--- src/rtl/mem_access_stage.sv ---
// MEM pipeline stage. It sits between the EX/MEM register and writeback.
// It runs a req/ack handshake with a variable-latency data memory and holds
// the MEM/WB register for the writeback stage.
// Each access walks through IDLE -> REQ -> DONE. The upstream pipe is frozen
// for the IDLE cycle that launches the access and for every REQ cycle.
// In DONE the op that is still held in EX/MEM retires without being reissued.
// Optional feature macro: MEM_STAGE_STATS_EN adds saturating counters for
// completed accesses and stall cycles. When it is undefined, both outputs
// are tied to 0.
module mem_access_stage #(
  parameter int DATA_W = 32,
  parameter int REG_W  = 5,
  parameter int STAT_W = 32
) (
  input  logic              clk,
  input  logic              rst,
  input  logic [1:0]        wb_in,
  input  logic              mem_read,
  input  logic              mem_write,
  input  logic [DATA_W-1:0] alu_in,
  input  logic [DATA_W-1:0] wdata_in,
  input  logic [REG_W-1:0]  rd_in,
  output logic              dmem_req,
  output logic              dmem_we,
  output logic [DATA_W-1:0] dmem_addr,
  output logic [DATA_W-1:0] dmem_wdata,
  input  logic              dmem_ack,
  input  logic [DATA_W-1:0] dmem_rdata,
  output logic              stall,
  output logic [1:0]        wb_out,
  output logic [DATA_W-1:0] rdata_out,
  output logic [DATA_W-1:0] alu_out,
  output logic [REG_W-1:0]  rd_out,
  output logic [STAT_W-1:0] stat_access,
  output logic [STAT_W-1:0] stat_stall
);

  localparam logic [1:0] S_IDLE = 2'd0;
  localparam logic [1:0] S_REQ  = 2'd1;
  localparam logic [1:0] S_DONE = 2'd2;

  logic [1:0]        state_q, state_d;
  logic              req_q, req_d;
  logic              we_q, we_d;
  logic [DATA_W-1:0] addr_q, addr_d;
  logic [DATA_W-1:0] wdata_q, wdata_d;
  logic [DATA_W-1:0] data_q, data_d;   // load data captured on ack
  logic [1:0]        wb_q, wb_d;
  logic [DATA_W-1:0] rdata_q, rdata_d;
  logic [DATA_W-1:0] alu_q, alu_d;
  logic [REG_W-1:0]  rd_q, rd_d;
  logic              stall_c;

  // Next-state logic: handshake sequencing, stall and MEM/WB fill.
  // A stalled cycle loads a bubble, so the MEM/WB fields default to 0.
  always_comb begin
    state_d = state_q;
    req_d   = req_q;
    we_d    = we_q;
    addr_d  = addr_q;
    wdata_d = wdata_q;
    data_d  = data_q;
    wb_d    = '0;
    rdata_d = '0;
    alu_d   = '0;
    rd_d    = '0;
    stall_c = 1'b0;
    case (state_q)
      S_IDLE: begin
        if (mem_read | mem_write) begin
          // When both request bits are set, the op is treated as a write.
          stall_c = 1'b1;
          req_d   = 1'b1;
          we_d    = mem_write;
          addr_d  = alu_in;
          wdata_d = wdata_in;
          state_d = S_REQ;
        end else begin
          wb_d  = wb_in;
          alu_d = alu_in;
          rd_d  = rd_in;
        end
      end
      S_REQ: begin
        stall_c = 1'b1;
        if (dmem_ack) begin
          data_d  = we_q ? '0 : dmem_rdata;
          req_d   = 1'b0;
          state_d = S_DONE;
        end
      end
      S_DONE: begin
        // The op is still in EX/MEM. It retires here with the captured data.
        wb_d    = wb_in;
        alu_d   = alu_in;
        rd_d    = rd_in;
        rdata_d = data_q;
        state_d = S_IDLE;
      end
      default: state_d = S_IDLE;
    endcase
  end

  // State and output registers. Reset clears everything, including an open access.
  always_ff @(posedge clk) begin
    if (rst) begin
      state_q <= S_IDLE;
      req_q   <= 1'b0;
      we_q    <= 1'b0;
      addr_q  <= '0;
      wdata_q <= '0;
      data_q  <= '0;
      wb_q    <= '0;
      rdata_q <= '0;
      alu_q   <= '0;
      rd_q    <= '0;
    end else begin
      state_q <= state_d;
      req_q   <= req_d;
      we_q    <= we_d;
      addr_q  <= addr_d;
      wdata_q <= wdata_d;
      data_q  <= data_d;
      wb_q    <= wb_d;
      rdata_q <= rdata_d;
      alu_q   <= alu_d;
      rd_q    <= rd_d;
    end
  end

  assign dmem_req   = req_q;
  assign dmem_we    = we_q;
  assign dmem_addr  = addr_q;
  assign dmem_wdata = wdata_q;
  assign stall      = stall_c;
  assign wb_out     = wb_q;
  assign rdata_out  = rdata_q;
  assign alu_out    = alu_q;
  assign rd_out     = rd_q;

`ifdef MEM_STAGE_STATS_EN
  logic [STAT_W-1:0] acc_q, stl_q;

  // Saturating counters for acked accesses and stalled cycles.
  always_ff @(posedge clk) begin
    if (rst) begin
      acc_q <= '0;
      stl_q <= '0;
    end else begin
      if ((state_q == S_REQ) && dmem_ack && !(&acc_q)) acc_q <= acc_q + 1'b1;
      if (stall_c && !(&stl_q))                        stl_q <= stl_q + 1'b1;
    end
  end

  assign stat_access = acc_q;
  assign stat_stall  = stl_q;
`else
  assign stat_access = '0;
  assign stat_stall  = '0;
`endif

endmodule

--- config.mk ---
export PLATFORM = sky130hd
export DESIGN_NAME = mem_access_stage
export DESIGN_NICKNAME = d
export VERILOG_FILES = /design/src/rtl/mem_access_stage.sv
export SDC_FILE = /design/constraint.sdc
export NUM_CORES = 1
export LEC_CHECK = 0
export ABC_AREA = 1
export CORE_MARGIN = 2
export CORE_UTILIZATION = 42
export CTS_BUF_LIST = sky130_fd_sc_hd__clkbuf_2
export CTS_CLUSTER_SIZE = 14
export DETAILED_ROUTE_END_ITERATION = 16
export GPL_TIMING_DRIVEN = 0
export MAX_ROUTING_LAYER = met4
export PLACE_DENSITY = 0.82
export SYNTH_ARGS = -nofsm -noshare
export SYNTH_HDL_FRONTEND = slang
export SYNTH_SLANG_ARGS = --single-unit
--- constraint.sdc ---
create_clock -name clk -period 1.3 [get_ports clk]
set_input_delay 0.195 -clock clk [delete_from_list [all_inputs] [get_ports clk]]
set_output_delay 0.195 -clock clk [all_outputs]
set_load 0.005 [all_outputs]
==> metrics <==
drt pass-1 iters 6; post-route cell area 11300 sq um; slowest cell on the critical path dfxtp_4; post-layout net count 1420; Worst EP arrival 1.50 ns; Max clock buf depth 2; Non-Filler Instances 1537; CTS tree done; core area 15300 sq um; Placement Setup Slack -0.529 ns; final core occ 74.0%; first-pass GRT wire length 32200 um; CTS Sinks 171; Worst Tran Pin Value 0.597 ns; worst vdd ir 0.510 mV; violated checks setup timing; setup ws final -0.391 ns; Filler Cell Count 1084; clock skew 0.0334 ns; YS warnings 0; initial antenna violation count 1; CTS H-tree lvls 4; Mean Syn Cell Area 7.62 sq um; row count 45; routability-driven placement congestion ratio 0.834; DR WL/cell 14.2 um; reg2reg setup slack -0.36 ns; layout cells sized above 1 34.8%; HPWL after detailed placement 13800 um; synth unique cells 18; launch point of the worst reg-to-reg path state_q[0]$_SDFFE_PP0P_; Die Area 16800 sq um; Placed Cells 1386; number of global-route vias before repair 6563; vias per inst 4.45; RSZ-0062 raised after global routing true; critical path endpoint stall; Final ANT Viol Nets 0; total of max-cap violations 0; Setup Viol. Count Final 263; Mapped Area 6610 sq um; Overflow after GRT 0; Critical path origin state_q[0]$_SDFFE_PP0P_; gr usage total 25.7%; run status complete, but fails checks; worst skew pair latency 0.73 ns; Static Leak 5.74 nW; HP Class input pin to flip-flop; sequential share of the synthesized area 51.8%; Die W 129 um; Min Clock Period, post-route 1.69 ns; Mapped Cells 867; Top-Level Pins 310; #FFs+latches synth 171; final WL 21800 um; most common cell after layout, fill and taps aside nor2_1; worst hold-check slack 0.0803 ns; setup_tns -36.24 ns; Root Buffer Master clkbuf_2; Pins Over Slew Limit 0; fmax 592 MHz; CP required 1.11 ns; final count of hold timing violations 0; most frequent cells in the layout nor2_1, nand2_1, clkdlybuf4s50_1; DRC violations left 0; FF-to-FF End dmem_addr[22]$_SDFFE_PP0P_; PortBufs 245; Starting Density 43.1%; startpoint types flip-flop; crit path cell chain buf_6, nand2_4, nand2_4, buf_6; total number of vias 6839; DRT iter0 DRCs 327; Setup crit end kind output port; Final Power 12.0 mW; Syn-to-layout area delta 71.6%; fin crit share 130%; die height 129 um; Inserted Clock Buffers 17; max incr delay on CP 0.41 ns; placed inst area 9560 sq um; Slew headroom 60.2%; largest fanout on the critical path 3; Worst Reg-to-Reg Cells 12; Setup CP Type flip-flop to output port; largest net degree at the start of global routing 17; pwr dens 1060 nW/um^2; Clock transition at path regs 0.25 ns
==> cell usage after synthesis <==
library cell | instances | area (sq um)
nor2_1 | 225 | 845
dfxtp_1 | 171 | 3420
nand2_1 | 138 | 518
inv_1 | 105 | 394
buf_4 | 75 | 563
nand3_1 | 65 | 325
nand3b_1 | 32 | 240
buf_2 | 21 | 105
clkbuf_1 | 11 | 41.3
nor2_2 | 11 | 68.8
buf_1 | 3 | 11.3
a21oi_1 | 2 | 10.0
buf_6 | 2 | 22.5
inv_2 | 2 | 7.51
conb_1 | 1 | 3.75
nand3_2 | 1 | 10.0
nor2_4 | 1 | 11.3
o21a_1 | 1 | 7.51
==> worst max-delay path: cells and delay by family, from the launching register on <==
family / cells / cell delay [ns]
flip-flops: 1 / 0.41
AND/OR/NAND/NOR: 2 / 0.12
buffers and inverters: 2 / 0.23
==> where the power goes <==
group,switching (mW),internal [mW],total (mW),leakage (nW)
clock network,1.92,1.27,3.19,0.166
registers,0.198,5.63,5.83,1.44
logic,1.25,1.76,3.01,4.14
==> state kept, by name, summed over array words and instances, names as in the netlist <==
signal and flops:
data_q 32, alu_out 32, state_q 2, dmem_we 1, dmem_req 1, rdata_out 32
dmem_addr 32, rd_out 5, dmem_wdata 32, wb_out 2
==> final cells by class <==
type	instances	area, sq um	share of cell area, %
Multi-Input combinational cell	540	2390	21.1
Timing Repair Buffer	363	3530	31.1
Sequential cell	171	3550	31.3
Clock inverter	15	195	1.72
Clock buffer	17	85.1	0.750
Tap cell	211	264	2.33
Inverter	107	402	3.54
Buffer	112	921	8.12
Antenna cell	1	2.50	0.0221
==> cells by family (layout without fill, tap and decap cells) <==
| family | after synthesis | in the layout | synth area share, % |
|---|---|---|---|
| simple gates | 473 | 473 | 30.5 |
| buf+inv | 219 | 614 | 17.3 |
| flops | 171 | 171 | 51.8 |
| compound gates | 3 | 3 | 0.265 |
| other cells | 1 | 65 | 0.0568 |
==> worst min-delay path by stage <==
stage | from | to | slack, ns | depth (start not counted)
2_1_floorplan | rst | dmem_req$_SDFFE_PP0P_ | 0.26 | 1
3_3_place_gp | data_q[24]$_SDFFE_PP0P_ | rdata_out[24]$_SDFF_PP0_ | 0.41 | 2
3_5_place_dp | data_q[0]$_SDFFE_PP0P_ | rdata_out[0]$_SDFF_PP0_ | 0.42 | 2
4_1_cts | wdata_in[19] | dmem_wdata[19]$_SDFFE_PP0P_ | 0.0006 | 4
5_1_grt | wdata_in[19] | dmem_wdata[19]$_SDFFE_PP0P_ | 0.03 | 4
6_report | wdata_in[21] | dmem_wdata[21]$_SDFFE_PP0P_ | 0.08 | 4
==> repair_timing <==
item	4_1_cts	5_1_grt
setup buffers	22	14
pin swaps	29	22
gates resized for setup	747	95
cloned	10	1
hold buffers	73	0
endpoints found under the hold margin	73	0
endpoints found under the setup margin	242	290
==> layer usage <==
metal,track usage [%],share of wire [%]
met1,26.9,37
met2,45.1,51
met3,6.19,8.2
met4,12.8,4.0
met5,-,0
(Power assumes the default switching activity.)
==> patch, RTL diff (same settings) <==
Add a define of `MEM_STAGE_STATS_EN`.
--- a/src/rtl/mem_access_stage.sv
+++ b/src/rtl/mem_access_stage.sv
@@ -8,4 +8,6 @@
 // completed accesses and stall cycles. When it is undefined, both outputs
 // are tied to 0.
+`define MEM_STAGE_STATS_EN
+
 module mem_access_stage #(
   parameter int DATA_W = 32,
Check against the original RTL: not equivalent (Yosys sat finds a counterexample within 4 cycles, from zero or initial values and one cycle with rst high).
==> patch against the unedited design <==
  * The flow still finishes with violations (negative setup slack)
  * Highest routed layer unchanged
  * Utilization increased by 10 points
  * Worst setup slack got worse by 300 ps
  * Final cell count up 47%
  * Final area increased by 61%
  * Total power up 33%
  * Clock power rose by 60%
  * Area after synthesis up 39%
  * Routed wire length rose by 120%
  * Sequential cell count grew 64
  * Critical endpoint is now stat_access[14]
  * First-iteration DRC count rose to 3.6 times the old value
==> patch: results (changes against the unedited design) <==
[grt]
antenna_found_initial=5  ; +4
gr-total-overflow=0  ; unchanged
grt_max_degree=17  ; unchanged
grt_pass1_vias=12000  ; +83%
grt_pass1_wl_mm=62.6  ; +94%
grtUsageTotal_pct=34.4  ; +8.7 points

[cts]
htree_levels=2  ; -2
numCtsBuffers=61  ; +44
clk_pin_slew_worst_paths_ps=130  ; -120 ps
cts_root_buf=clkbuf_2
clkLatencyLatePin_ps=890  ; +160 ps
cts_max_path_buffers=3  ; +1

[placed_design]
place_inst=1829  ; +32%
dpl.hpwl_mm=23.1  ; +67%
post-place-ws_ps=-727  ; -198 ps
place_area_mm2=0.0130  ; +36%
gp_congestion=0.992  ; +19%
port_buffers=308  ; +26%

[logic_synthesis]
synth_seq_area_share_pct=51.1  ; -0.68 points
ys_types=32  ; +14
synthArstFlopShare_pct=0  ; unchanged
synth_warnings=0  ; unchanged
synth_nets=1351
netlist_top_cells_count=291 x nor2_1, 235 x dfxtp_1, 191 x nand2_1
synthTopCellsByArea=dfxtp_1 51%, nor2_1 12%, nand2_1 7.8%, inv_1 5.2%, nand3_1 5.1%
avgSynthCellArea_um2=7.41  ; -2.7%

[power_and_ir_drop]
leakagePower_nw=8.01  ; +40%
ir_worst_vdd_mv=0.786  ; +54%

[setup_path]
endpoint_kind=flop
crit_family=simple AND/OR/NAND/NOR gates
crit_fanout=5  ; +2
max_stage_delay_ps=390  ; -20 ps
cp.arrival_ps=2770  ; +1270 ps
slowest_stage=dfxtp_4

[timing]
slew_headroom_pct=49.0  ; -11 points
setup_ws_ps=-694  ; -304 ps
setup_viol=382  ; +45%
tns_ps=-100870  ; -64630 ps
skew_ps=78.9  ; +45.5 ps

[drt]
routedWlPerCell_um=21.0  ; +48%
vias=12500  ; +83%
drtPass1Iterations=9  ; +3
drt_iter0_markers=1165  ; +260%

[min_path]
hold_class=in2reg
min_path_cells=7  ; +3

[finish]
fin_nets=2043  ; +44%
layout-drive-gt1-share_pct=51.3  ; +17 points
instances_no_fill=2257  ; +47%

[status]
outcome=complete, but fails checks
failed_checks=negative setup slack

-- patch: logic make-up after synthesis --
logic type               share of synthesized area (%)
adder cells (fa/ha/maj)                          0.272
XOR/XNOR                                         0.381
AO/OA/AOI/OAI                                     11.3
flip-flops                                        51.1
buffers and inverters                             8.20
AND/OR/NAND/NOR                                   28.7
-- patch: area by class of cell --
class,count,area (um^2)
well taps,280,350
clock inverters,9,40.0
plain buffers,55,536
clock buffers,92,460
fillers,1088,3460
flip-flops and latches,235,5060
multi-input cells,819,5150
inverters,132,526
repair buffers,629,6080
diodes,6,15.0
-- patch: where the power goes --
group	switching (mW)	internal, mW
combinational	1.41	1.76
clock	3.23	1.85
sequential	0.242	7.47
total	4.88	11.1
-- patch: worst paths after layout --
| path | start | end | slack [ps] |
|---|---|---|---|
| worst min register to register | data_q[1] | rdata_out[1] | 430 |
| worst max-delay path | stat_access[6] | stat_access[14] | -690 |
| worst min-delay path | mem_write | wb_out[0] | 280 |
| worst max register to register | stat_access[6] | stat_access[14] | -690 |
-- patch: timing repair --
action	in CTS	in global routing
pin swaps	57	100
hold endpoints to repair	145	0
hold buffers	107	0
gates cloned	18	4
gates resized for setup	1353	308
setup endpoints to repair	394	409
buffers inserted	129	70
-- patch: routing by layer --
metal	share of wire [%]	global-route usage [%]	vias to the layer above
met3	8.4	6.33	348
met1	34	36.0	5816
met4	8.2	20.3	0
met5	0	-	-
li1	-	-	5408
met2	49	60.4	962
-- patch: worst reg2reg max path: cells and delay by family (launching register included) --
kind | cells | cell delay, ps
buffers and inverters | 3 | 460
DFF | 1 | 390
and+or+nand+nor | 8 | 1040
